==> config.mk <==
export PLATFORM = sky130hd
export DESIGN_NAME = count32_sched
export DESIGN_NICKNAME = d
export VERILOG_FILES = /design/src/rtl/count32_sched.sv
export SDC_FILE = /design/constraint.sdc
export NUM_CORES = 1
export LEC_CHECK = 0
export ABC_AREA = 1
export CAP_MARGIN = 20
export CORE_MARGIN = 2
export CORE_UTILIZATION = 42
export CTS_CLUSTER_DIAMETER = 30
export DETAILED_ROUTE_END_ITERATION = 8
export PLACE_DENSITY_LB_ADDON = 0.08
export SYNTH_ARGS = -nofsm -noshare
export SYNTH_HDL_FRONTEND = slang
export SYNTH_SLANG_ARGS = --single-unit
==> constraint.sdc <==
create_clock -name clk -period 1.89 [get_ports clk]
set_input_delay 0.4725 -clock clk [delete_from_list [all_inputs] [get_ports clk]]
set_output_delay 0.4725 -clock clk [all_outputs]
set_load 0.02 [all_outputs]
==> src/rtl/count32_sched.sv <==
// Two-requester round-robin scheduler that drives a 32-bit up/down/load counter.
// Optional macro COUNT32_SCHED_RCO_ABORT_EN lets the counter's rco end a RUN early.
module count32_sched #(
  parameter int WIDTH = 32,
  parameter int LEN_W = 16
) (
  input  logic             clk,
  input  logic             reset,
  input  logic             a_valid,
  output logic             a_ready,
  input  logic [1:0]       a_modo,
  input  logic [WIDTH-1:0] a_d,
  input  logic [LEN_W-1:0] a_len,
  input  logic             b_valid,
  output logic             b_ready,
  input  logic [1:0]       b_modo,
  input  logic [WIDTH-1:0] b_d,
  input  logic [LEN_W-1:0] b_len,
  input  logic             abort,
  output logic             cnt_enable,
  output logic [1:0]       cnt_modo,
  output logic [WIDTH-1:0] cnt_d,
  input  logic [WIDTH-1:0] cnt_q,
  input  logic             cnt_rco,
  output logic             busy,
  output logic             done_a,
  output logic             done_b,
  output logic [WIDTH-1:0] res_q,
  output logic             res_ovf,
  output logic             res_abt,
  output logic [1:0]       dbg_state
);

  // Handshake: a job transfers on the rising edge where x_valid && x_ready.
  // x_valid must stay high (payload stable) until that edge; x_ready only rises in IDLE.

  typedef enum logic [1:0] {S_IDLE, S_LOAD, S_RUN, S_DONE} state_t;

  state_t           state, next_state;
  logic [1:0]       job_modo;
  logic [LEN_W-1:0] remaining;
  logic             owner_b;
  logic             prio_b;
  logic             end_abt, end_ovf;
  logic             abt_set, ovf_set;
  logic             accept;
  logic             rco_in;
  logic [1:0]       sel_modo;
  logic [WIDTH-1:0] sel_d;
  logic [LEN_W-1:0] sel_len;

`ifdef COUNT32_SCHED_RCO_ABORT_EN
  assign rco_in = cnt_rco;
`else
  logic unused_rco;
  assign unused_rco = cnt_rco;
  assign rco_in     = 1'b0;
`endif

  assign busy      = (state != S_IDLE);
  assign dbg_state = state;
  assign accept    = a_ready | b_ready;
  assign sel_modo  = b_ready ? b_modo : a_modo;
  assign sel_d     = b_ready ? b_d    : a_d;
  assign sel_len   = b_ready ? b_len  : a_len;

  // prio_b holds which side wins a tie; it starts at A and flips to the non-granted side.
  always_comb begin
    next_state = state;
    a_ready    = 1'b0;
    b_ready    = 1'b0;
    abt_set    = 1'b0;
    ovf_set    = 1'b0;
    case (state)
      S_IDLE: begin
        a_ready = a_valid & (~b_valid | ~prio_b);
        b_ready = b_valid & ~(a_valid & (~b_valid | ~prio_b));
        if (a_ready | b_ready) next_state = S_LOAD;
      end
      S_LOAD: begin
        if (abort) begin
          next_state = S_DONE;
          abt_set    = 1'b1;
        end else if (job_modo == 2'b11 || remaining == '0) begin
          next_state = S_DONE;
        end else begin
          next_state = S_RUN;
        end
      end
      S_RUN: begin
        if (abort) begin
          next_state = S_DONE;
          abt_set    = 1'b1;
        end else if (rco_in) begin
          next_state = S_DONE;
          ovf_set    = 1'b1;
        end else if (remaining == LEN_W'(1)) begin
          next_state = S_DONE;
        end
      end
      S_DONE:  next_state = S_IDLE;
      default: next_state = S_IDLE;
    endcase
  end

  always_ff @(posedge clk or negedge reset) begin
    if (!reset) begin
      state      <= S_IDLE;
      job_modo   <= 2'b00;
      remaining  <= '0;
      owner_b    <= 1'b0;
      prio_b     <= 1'b0;
      end_abt    <= 1'b0;
      end_ovf    <= 1'b0;
      cnt_enable <= 1'b0;
      cnt_modo   <= 2'b00;
      cnt_d      <= '0;
      done_a     <= 1'b0;
      done_b     <= 1'b0;
      res_q      <= '0;
      res_ovf    <= 1'b0;
      res_abt    <= 1'b0;
    end else begin
      state <= next_state;
      if (accept) begin
        job_modo  <= sel_modo;
        remaining <= sel_len;
        owner_b   <= b_ready;
        prio_b    <= a_ready;
        cnt_d     <= sel_d;
        end_abt   <= 1'b0;
        end_ovf   <= 1'b0;
      end else begin
        if (state == S_RUN && remaining != '0) remaining <= remaining - LEN_W'(1);
        if (abt_set) end_abt <= 1'b1;
        if (ovf_set) end_ovf <= 1'b1;
      end
      // Counter controls are registered from the next state so they line up with the state.
      case (next_state)
        S_LOAD: begin
          cnt_enable <= 1'b1;
          cnt_modo   <= 2'b11;
        end
        S_RUN: begin
          cnt_enable <= 1'b1;
          cnt_modo   <= job_modo;
        end
        default: begin
          cnt_enable <= 1'b0;
          cnt_modo   <= 2'b00;
        end
      endcase
      done_a <= (state == S_DONE) & ~owner_b;
      done_b <= (state == S_DONE) & owner_b;
      if (state == S_DONE) begin
        res_q   <= cnt_q;
        res_abt <= end_abt;
        res_ovf <= end_ovf;
      end
    end
  end

endmodule
==> metrics.txt, run 1 <==
status=completed; EDFF count, synth=0; total power=11.7 mW; vias in the first global route=approximately 4700; Final HPWL DP=10500 µm; hold buffer count at CTS=0; kind of critical path=flop to output port; # nets final=between 900 and 1000; Die Y=around 110 µm; PortBufs=around 210; Synth cell types=27; sw frac=0.436; first-pass GRT wire length=22000 µm; Synth async-reset ratio=1.00; top post-synthesis cells by area=dfrtp_1, nand2_1, nor2_1; Seq pwr share=0.305; RSZ-0062 raised after global routing=true; critical path launch point type=flop; core footprint=around 11000 µm²; post-synth top area cell=dfrtp_1; CTS tree=yes; combinational share of power=0.585; Synth Cell Area=about 4700 µm²; Crit-path slowest cell=dfrtp_1; Routed WL=14200 µm; WP data arrival=approximately 1.4 ns; fraction of layout cells with a size suffix above 1=0.0865; fin area=roughly 7400 µm²; critical path's top delay family=flip-flops; CP cell instances=inv_2 -> ha_4 -> nand2_4 -> a21oi_4 -> buf_6; via count=~4800; register area share after synthesis=0.499; P_sw=5.10 mW; Critical Path End Type=output port; antenna violations before repair=2; die width=approximately 110 µm; die area=approximately 12000 µm²; Pleak=3.48 nW; syn avg cell area=7.51 µm²; Cell Pwr Density=between 1500 and 2000 nW/µm²; Initial Util=0.430; fillers=~940; Hold WS=between 0.04 and 0.05 ns; DP Area=7120 µm²; #FFs+latches synth=93; 1st-pass router iterations=4; Root Buffer=clkbuf_8; post-synth top area share=0.499; WP buf/inv=2; fin crit period=approximately 1.9 ns; crit share post-route=0.979; largest net degree at the start of global routing=between 50 and 60; Setup Skew=around 0.013 ns; Area Growth Syn to Fin=57.7%; max cap viols=0; Final Hold Viols=0; post-synthesis cell count=between 600 and 700; Site Rows=38; Skew-Pair Late Insertion Delay=approximately 0.36 ns; Crit path required time=around 1.4 ns; Max Freq=roughly 0.54 GHz; CP peak stage delay=approximately 0.40 ns; Final Setup Violations=0; CTS Sinks=93; Max clock buf depth=2; grt ovf=0; Ys Warns=0; DRC viols=0; net count after synthesis=around 770; Max Fanout on Critical Path=3; WL/cell=around 14 µm; RePlAce Congestion=approximately 0.88; DRT antenna net count=0; clock network power share=0.109; IO Pins=214; clock-pin slew on the worst setup and hold paths=~0.090 ns; H-tree lvl count=3; worst vdd ir=approximately 0.00072 V; Starting DRT DRC Count=between 200 and 300; gr usage total=0.233; Final Max Tran Viols=0; Hold Crit Class=input port to asynchronous set/reset pin; cts bufs inserted=9; vias per cell=roughly 5; final core utilization=0.679; internal power=about 6.6 mW; Synth Flop Type=dfrtp_1
synthesized netlist by cell type (3+ instances only):
cell / number
a21oi_1: 42
buf_2: 11
buf_4: 7
clkbuf_1: 10
dfrtp_1: 93
ha_1: 10
inv_1: 31
nand2_1: 243
nand3_1: 24
nand4_1: 3
nor2_1: 76
nor2_2: 3
o21ai_0: 48
o21ai_1: 4
o21bai_1: 3
flip-flops by register name, summed over array words and instances (netlist names):
| register | count |
|---|---|
| cnt_d | 32 |
| cnt_enable | 1 |
| cnt_modo | 2 |
| dbg_state | 2 |
| done_a | 1 |
| done_b | 1 |
| end_abt | 1 |
| job_modo | 2 |
| owner_b | 1 |
| prio_b | 1 |
| remaining | 16 |
| res_abt | 1 |
| res_q | 32 |
placed cells by master, fill, tap and decap left out, types with 2 or more instances in the layout:
cell	Yosys	routed
a21oi_1	42	42
o211ai_1	2	2
nor2_2	3	2
dfrtp_2	0	2
clkdlybuf4s50_1	0	202
nand2_2	1	2
dfrtp_1	93	91
nand2_4	1	2
o21bai_1	3	3
buf_12	0	4
nor2_1	76	75
nand3_1	24	23
dlygate4sd2_1	0	4
inv_2	0	5
buf_4	7	34
inv_1	31	26
ha_1	10	9
o21ai_1	4	4
nor2_4	0	2
nand4_1	3	3
nand2_1	243	241
clkbuf_8	0	12
o21ai_0	48	48
metrics by stage:
step | TNS, ns | cells | setup slack [ns]
floorplan | 0 | 621 | 0.0000696
global placement | -13.63 | 978 | -0.538
detailed placement | -16.06 | 978 | -0.574
CTS | -0.00500 | 993 | -0.00500
global route | -0.0137 | 996 | -0.0137
finish | 0 | 996 | 0.0388
layer usage:
metal / part of all wire / track usage / vias up
met2: 0.47 / 0.382 / 170
li1: - / - / 2426
met1: 0.43 / 0.298 / 2221
met3: 0.080 / 0.0587 / 26
met5: 0.00078 / 0 / -
met4: 0.023 / 0.0886 / 2
logic make-up after synthesis:
family / count (synthesis) / share of synthesized area
AND/OR/NAND/NOR: 353 / 0.297
other: 1 / 0.000804
AO/OA/AOI/OAI: 102 / 0.116
XOR/XNOR: 1 / 0.00188
flip-flops: 93 / 0.499
buffers and inverters: 61 / 0.0593
adder cells (fa/ha/maj): 10 / 0.0268
final timing paths:
check	startpoint	endpoint	slack (ns)	depth (start not counted)
max in group asynchronous	reset	remaining[0]	1.32	2
hold reg to reg	owner_b	done_a	0.46	1
setup / recovery	dbg_state[0]	b_ready	0.04	5
hold / removal	reset	res_q[13]	0.04	1
setup reg to reg	remaining[0]	cnt_modo[0]	0.14	11
min in group clk	owner_b	done_a	0.46	1
area by class of cell:
cell class                 instances  area, µm²  share of cell area
sequential                        93       2330               0.317
multi-input combinational        467       2110               0.287
inverter                          32        120              0.0163
clock inverter                     2       16.3             0.00221
tap                              140        175              0.0238
clock buffer                      13        169              0.0230
timing repair buffer             248       2440               0.331
antenna                            1       2.50            0.000340
power by group through the flow:
stage                     Combinational, mW  Clock [mW]  Sequential [mW]
after detailed placement               6.75           0             3.58
after CTS                              6.79        1.30             3.55
after global placement                 6.61           0             3.55
after global routing                   7.58        1.39             3.68
after floorplan                        2.76           0             4.45
final                                  6.85        1.28             3.57
repair_timing:
item / CTS / global route
pin swaps: 1 / 1
resized for setup: 25 / 12
buffers inserted: 0 / 2
endpoints found under the setup margin: 38 / 19
Power figures use the tool's default switching activity.
==> inputs of run 2 (changes only) <==
Settings changed: SLEW_MARGIN set to 30.
Clock period 1.89 ns to 1.9 ns, I/O delays scaled along.
==> run 2 against run 1 <==
Wire length fell by 0.65%. Global-route usage down 0.18 points. Non-clock buffer count is 1 higher. Final cell count increased by 0.10%. Total power shrank 1.1%. Sequential share of layout area is essentially flat. Largest power group unchanged. Clock skew grew 0.0017 ns. First-iteration DRC count up 0.35%.
==> metrics.txt, run 2 (synthesis results as in run 1) <==
Routed WL=between 10000 and 15000 µm; antenna violations before repair=1; first-pass GRT wire length=21800 µm; Area Growth Syn to Fin=57.8%; Regs by FF count=cnt_d (32), res_q (32), remaining (16); crit share post-route=0.970; status=completed; grt ovf=0; Initial Util=0.430; Max Fanout on Critical Path=4; most frequent cells in the layout=nand2_1, clkdlybuf4s50_1, dfrtp_1; WP data arrival=approximately 1.4 ns; H-tree lvl count=3; Starting DRT DRC Count=~280; CTS Sinks=just over 90; clock-pin slew on the worst setup and hold paths=approximately 0.09 ns; Final Max Tran Viols=0; DRT antenna net count=0; total power=11.6 mW; max cap viols=0; DRC viols=0; Final HPWL DP=~11000 µm; most common cell after layout, fill and taps aside=nand2_1; WL/cell=14.1 µm; Hold WS=between 0.04 and 0.05 ns; Crit path required time=roughly 1.4 ns; Site Rows=38; CTS tree=yes; hold buffer count at CTS=0; vias per cell=around 5; die width=109 µm; Final Hold Viols=0; gr usage total=0.232; vias in the first global route=4636; setup TNS=0 ns; critical path launch point type=flop; Skew-Pair Late Insertion Delay=around 0.36 ns; Root Buffer=clkbuf_8; fin crit period=approximately 1.8 ns; ANT cells=0; cts bufs inserted=9; die area=12000 µm²; # nets final=1000; Final Setup Violations=0; 1st-pass router iterations=5; IO Pins=roughly 210; Die Y=around 110 µm; Setup Skew=0.0144 ns; core footprint=10800 µm²; fraction of layout cells with a size suffix above 1=0.0875; Max Freq=roughly 0.54 GHz; Critical Path End Type=output port; RePlAce Congestion=0.877; Pleak=~3.5 nW; Cell Pwr Density=~1600 nW/µm²; worst vdd ir=0.000733 V; via count=4862; Max clock buf depth=2; kind of critical path=flop to output port; PortBufs=approximately 210; largest net degree at the start of global routing=55; Hold Crit Class=input port to asynchronous set/reset pin
[run 2: final timing paths]
kind	start	to	slack, ns	depth (start not counted)
worst max-delay path	dbg_state[1]	b_ready	0.06	5
worst min-delay path	reset	res_q[13]	0.04	1
worst max register to register	dbg_state[1]	remaining[5]	0.10	9
worst min register to register	owner_b	done_a	0.46	1
max in group asynchronous	reset	cnt_d[29]	1.33	2
min in group clk	owner_b	done_a	0.46	1
[run 2: final cells by class]
type                    count  area [µm²]
clock inverters             5        33.8
fillers                   940        3480
flip-flops and latches     93        2330
multi-input cells         467        2100
inverters                  32         120
clock buffers              11         151
repair buffers            249        2460
well taps                 140         175
[run 2: per-stage QoR]
step	cell area, µm²	setup WS (ns)	cells	util
floorplan	4670	0.00757	621	-
global placement	7140	-0.535	978	0.658
CTS	7320	-0.0241	994	0.675
detailed placement	7140	-0.562	978	0.658
finish	7360	0.0563	997	0.679
global route	7360	-0.00724	997	0.679
[run 2: repair_timing]
item,in CTS,in global routing
endpoints found under the setup margin,23,22
gates cloned,0,0
setup buffers,0,3
resized for setup,23,12
pin swaps,0,1
[run 2: worst max-delay path, cell delays in order (launching register included)]
cell	delay [ns]
dfrtp_1	0.40
inv_2	0.08
ha_4	0.17
nand2_2	0.06
a21oi_4	0.15
buf_6	0.15
[run 2: power breakdown]
| part | internal [mW] | switching, mW | total, mW | leakage [nW] |
|---|---|---|---|---|
| combinational | 3.02 | 3.76 | 6.78 | 2.26 |
| clock | 0.548 | 0.692 | 1.24 | 0.0917 |
| sequential | 2.96 | 0.588 | 3.55 | 1.15 |
| total | 6.53 | 5.04 | 11.6 | 3.49 |
[run 2: per-layer routing]
metal	share of wire	GRT usage	wire, µm	vias up
li1	-	-	-	2424
met1	0.42	0.291	5980	2223
met2	0.47	0.386	6650	187
met3	0.080	0.0605	1130	26
met4	0.022	0.0814	314	2
met5	0.00050	0	7	-
==> inputs of run 3 (changes only) <==
Settings changed: ABC_AREA 1 to unset, CORE_UTILIZATION 42 to 43, CTS_BUF_LIST set to sky130_fd_sc_hd__clkbuf_4.
==> run 3 against run 2 <==
The run now ends with negative setup slack left. Critical path depth rose by 3. Die area fell by 4.1%. Critical endpoint is now cnt_modo[0]. Final cell count fell by 13%. Largest cell class unchanged.
==> metrics.txt, run 3 <==
antenna violations before repair=0; post-synth top area share=0.509; P_sw=about 5.2 mW; core footprint=10300 µm²; Skew-Pair Late Insertion Delay=approximately 0.46 ns; top routing layer in use=met4; vias per cell=between 5 and 6; RePlAce Congestion=between 0.8 and 0.9; top post-synthesis cells by area=dfrtp_1, mux2_2, nand2_1; gr usage total=0.254; Max Freq=0.469 GHz; internal power=between 7 and 8 mW; pre-CTS WS=-0.560 ns; DRT antenna net count=0; Max Fanout on Critical Path=14; max cap viols=0; sw frac=0.422; DP Area=~7300 µm²; Final WS setup=-0.230 ns; Final HPWL DP=10500 µm; most frequent cells in the layout=clkdlybuf4s50_1, dfrtp_1, nand2_1; syn avg cell area=roughly 10 µm²; ANT cells=0; Setup Skew=between 0.015 and 0.02 ns; die area=11500 µm²; Routed WL=~15000 µm; Critical Path End Type=flop; net count after synthesis=between 600 and 700; post-synth top area cell=dfrtp_1; Ys Warns=0; 1st-pass router iterations=5; H-tree lvl count=3; Synth cell types=57; critical path startpoint=remaining[11]; via count=around 4700; die width=107 µm; count leader, synth=dfrtp_1; met3 wire len=about 1100 µm; Die Y=approximately 110 µm; Synth async-reset ratio=1.00; most common cell after layout, fill and taps aside=clkdlybuf4s50_1; fin crit period=between 2 and 2.5 ns; IO Pins=between 200 and 250; clock-pin slew on the worst setup and hold paths=0.14 ns; violations in the final reports=negative setup slack; Crit path required time=~2.3 ns; Site Rows=37; Hold Crit Class=flop to flop; RSZ-0062 raised after global routing=true; #FFs+latches synth=93; combinational share of power=0.619; kind of critical path=flop to flop; CTS Sinks=93; Pleak=~3.5 nW; status=finished with violations; first-pass GRT wire length=22900 µm; Root Buffer=clkbuf_4; Max clock buf depth=2; Cell Pwr Density=roughly 1600 nW/µm²; WL/cell=about 17 µm; most frequent cells after synthesis=dfrtp_1, nand2_1, nor2_1, a31oi_1, mux2_2; Worst R2R Start=remaining[11]; DRC viols=0; cts bufs inserted=9; metal2 WL=between 7000 and 8000 µm; crit share post-route=1.12; Final Max Tran Viols=0; setup TNS=-1.40 ns; Synth Flop Type=dfrtp_1; WP data arrival=about 2.5 ns; fraction of layout cells with a size suffix above 1=0.255; Starting DRT DRC Count=around 280; # nets final=slightly below 900; Seq pwr share=0.289; critical path launch point type=flop; Area Growth Syn to Fin=72.1%; Final Setup Violations=15; register area share after synthesis=0.509; EDFF count, synth=0; worst vdd ir=roughly 0.00085 V; Regs by FF count=cnt_d (32), res_q (32), remaining (16); vias in the first global route=approximately 4700; CTS tree=yes; fin area=slightly below 8000 µm²; post-synthesis cell count=459; met1 wire length=~6100 µm; grt ovf=0; clock network power share=0.092; Synth Cell Area=approximately 4600 µm²; Initial Util=0.443; Hold Crit Start=owner_b; PortBufs=approximately 210; largest net degree at the start of global routing=52; Final Hold Viols=0; final core utilization=0.763
-- run 3: per-layer routing --
| layer | vias to the layer above | GRT usage |
|---|---|---|
| met5 | - | 0 |
| met4 | 0 | 0.105 |
| met3 | 36 | 0.0553 |
| met2 | 212 | 0.435 |
| met1 | 2225 | 0.309 |
| li1 | 2213 | - |
-- run 3: worst max-delay path: stages, from the launching register on --
cell	delay [ns]
dfrtp_1	0.48
nor4_4	0.33
nand4_2	0.17
buf_4	0.23
a21bo_2	0.24
a31o_1	0.24
ha_4	0.17
a21oi_2	0.12
nor2_1	0.05
-- run 3: final timing paths --
kind | end | slack (ns) | cells after the start
min | done_a | 0.47 | 1
min in group asynchronous | prio_b | 0.48 | 2
max | cnt_modo[0] | -0.23 | 8
min reg2reg | done_a | 0.47 | 1
max reg2reg | cnt_modo[0] | -0.23 | 8
max in group asynchronous | cnt_d[7] | 0.86 | 3
-- run 3: timing repair --
| action | in CTS | in global routing |
|---|---|---|
| hold buffers | 1 | 0 |
| pin swaps | 9 | 17 |
| hold endpoints to repair | 23 | 0 |
| cloned | 0 | 1 |
| setup endpoints to repair | 105 | 49 |
| buffers inserted | 5 | 11 |
| resized for setup | 109 | 54 |
-- run 3: stage by stage --
step	power [mW]	hold WS, ns	instances
detailed placement	10.6	0.425	837
global placement	10.3	0.412	837
finish	12.3	0.470	870
floorplan	7.27	0.179	459
global route	13.1	0.474	870
CTS	11.6	0.473	859
-- run 3: logic make-up (layout without fill, tap and decap cells) --
logic type / count (synthesis) / in the layout / synth area share
and+or+nand+nor: 179 / 179 / 0.189
AOI/OAI and AO/OA: 97 / 97 / 0.146
DFF: 93 / 93 / 0.509
buffers and inverters: 41 / 316 / 0.0355
muxes: 38 / 38 / 0.0922
adders and majority gates: 10 / 10 / 0.0273
other: 1 / 1 / 0.000820
-- run 3: power groups by stage --
stage / clock network [mW] / logic (mW) / registers, mW
floorplan: 0 / 2.75 / 4.53
global placement: 0 / 6.83 / 3.52
detailed placement: 0 / 7.00 / 3.58
CTS: 1.14 / 6.95 / 3.54
global route: 1.25 / 8.16 / 3.67
finish: 1.13 / 7.60 / 3.55
-- run 3: cell type report --
type	instances	area, µm²
clock inverter	5	60.1
multi-input combinational	325	2400
sequential	93	2330
tap	136	170
inverter	9	41.3
clock buffer	11	82.6
timing repair buffer	291	2800
fill	712	2450
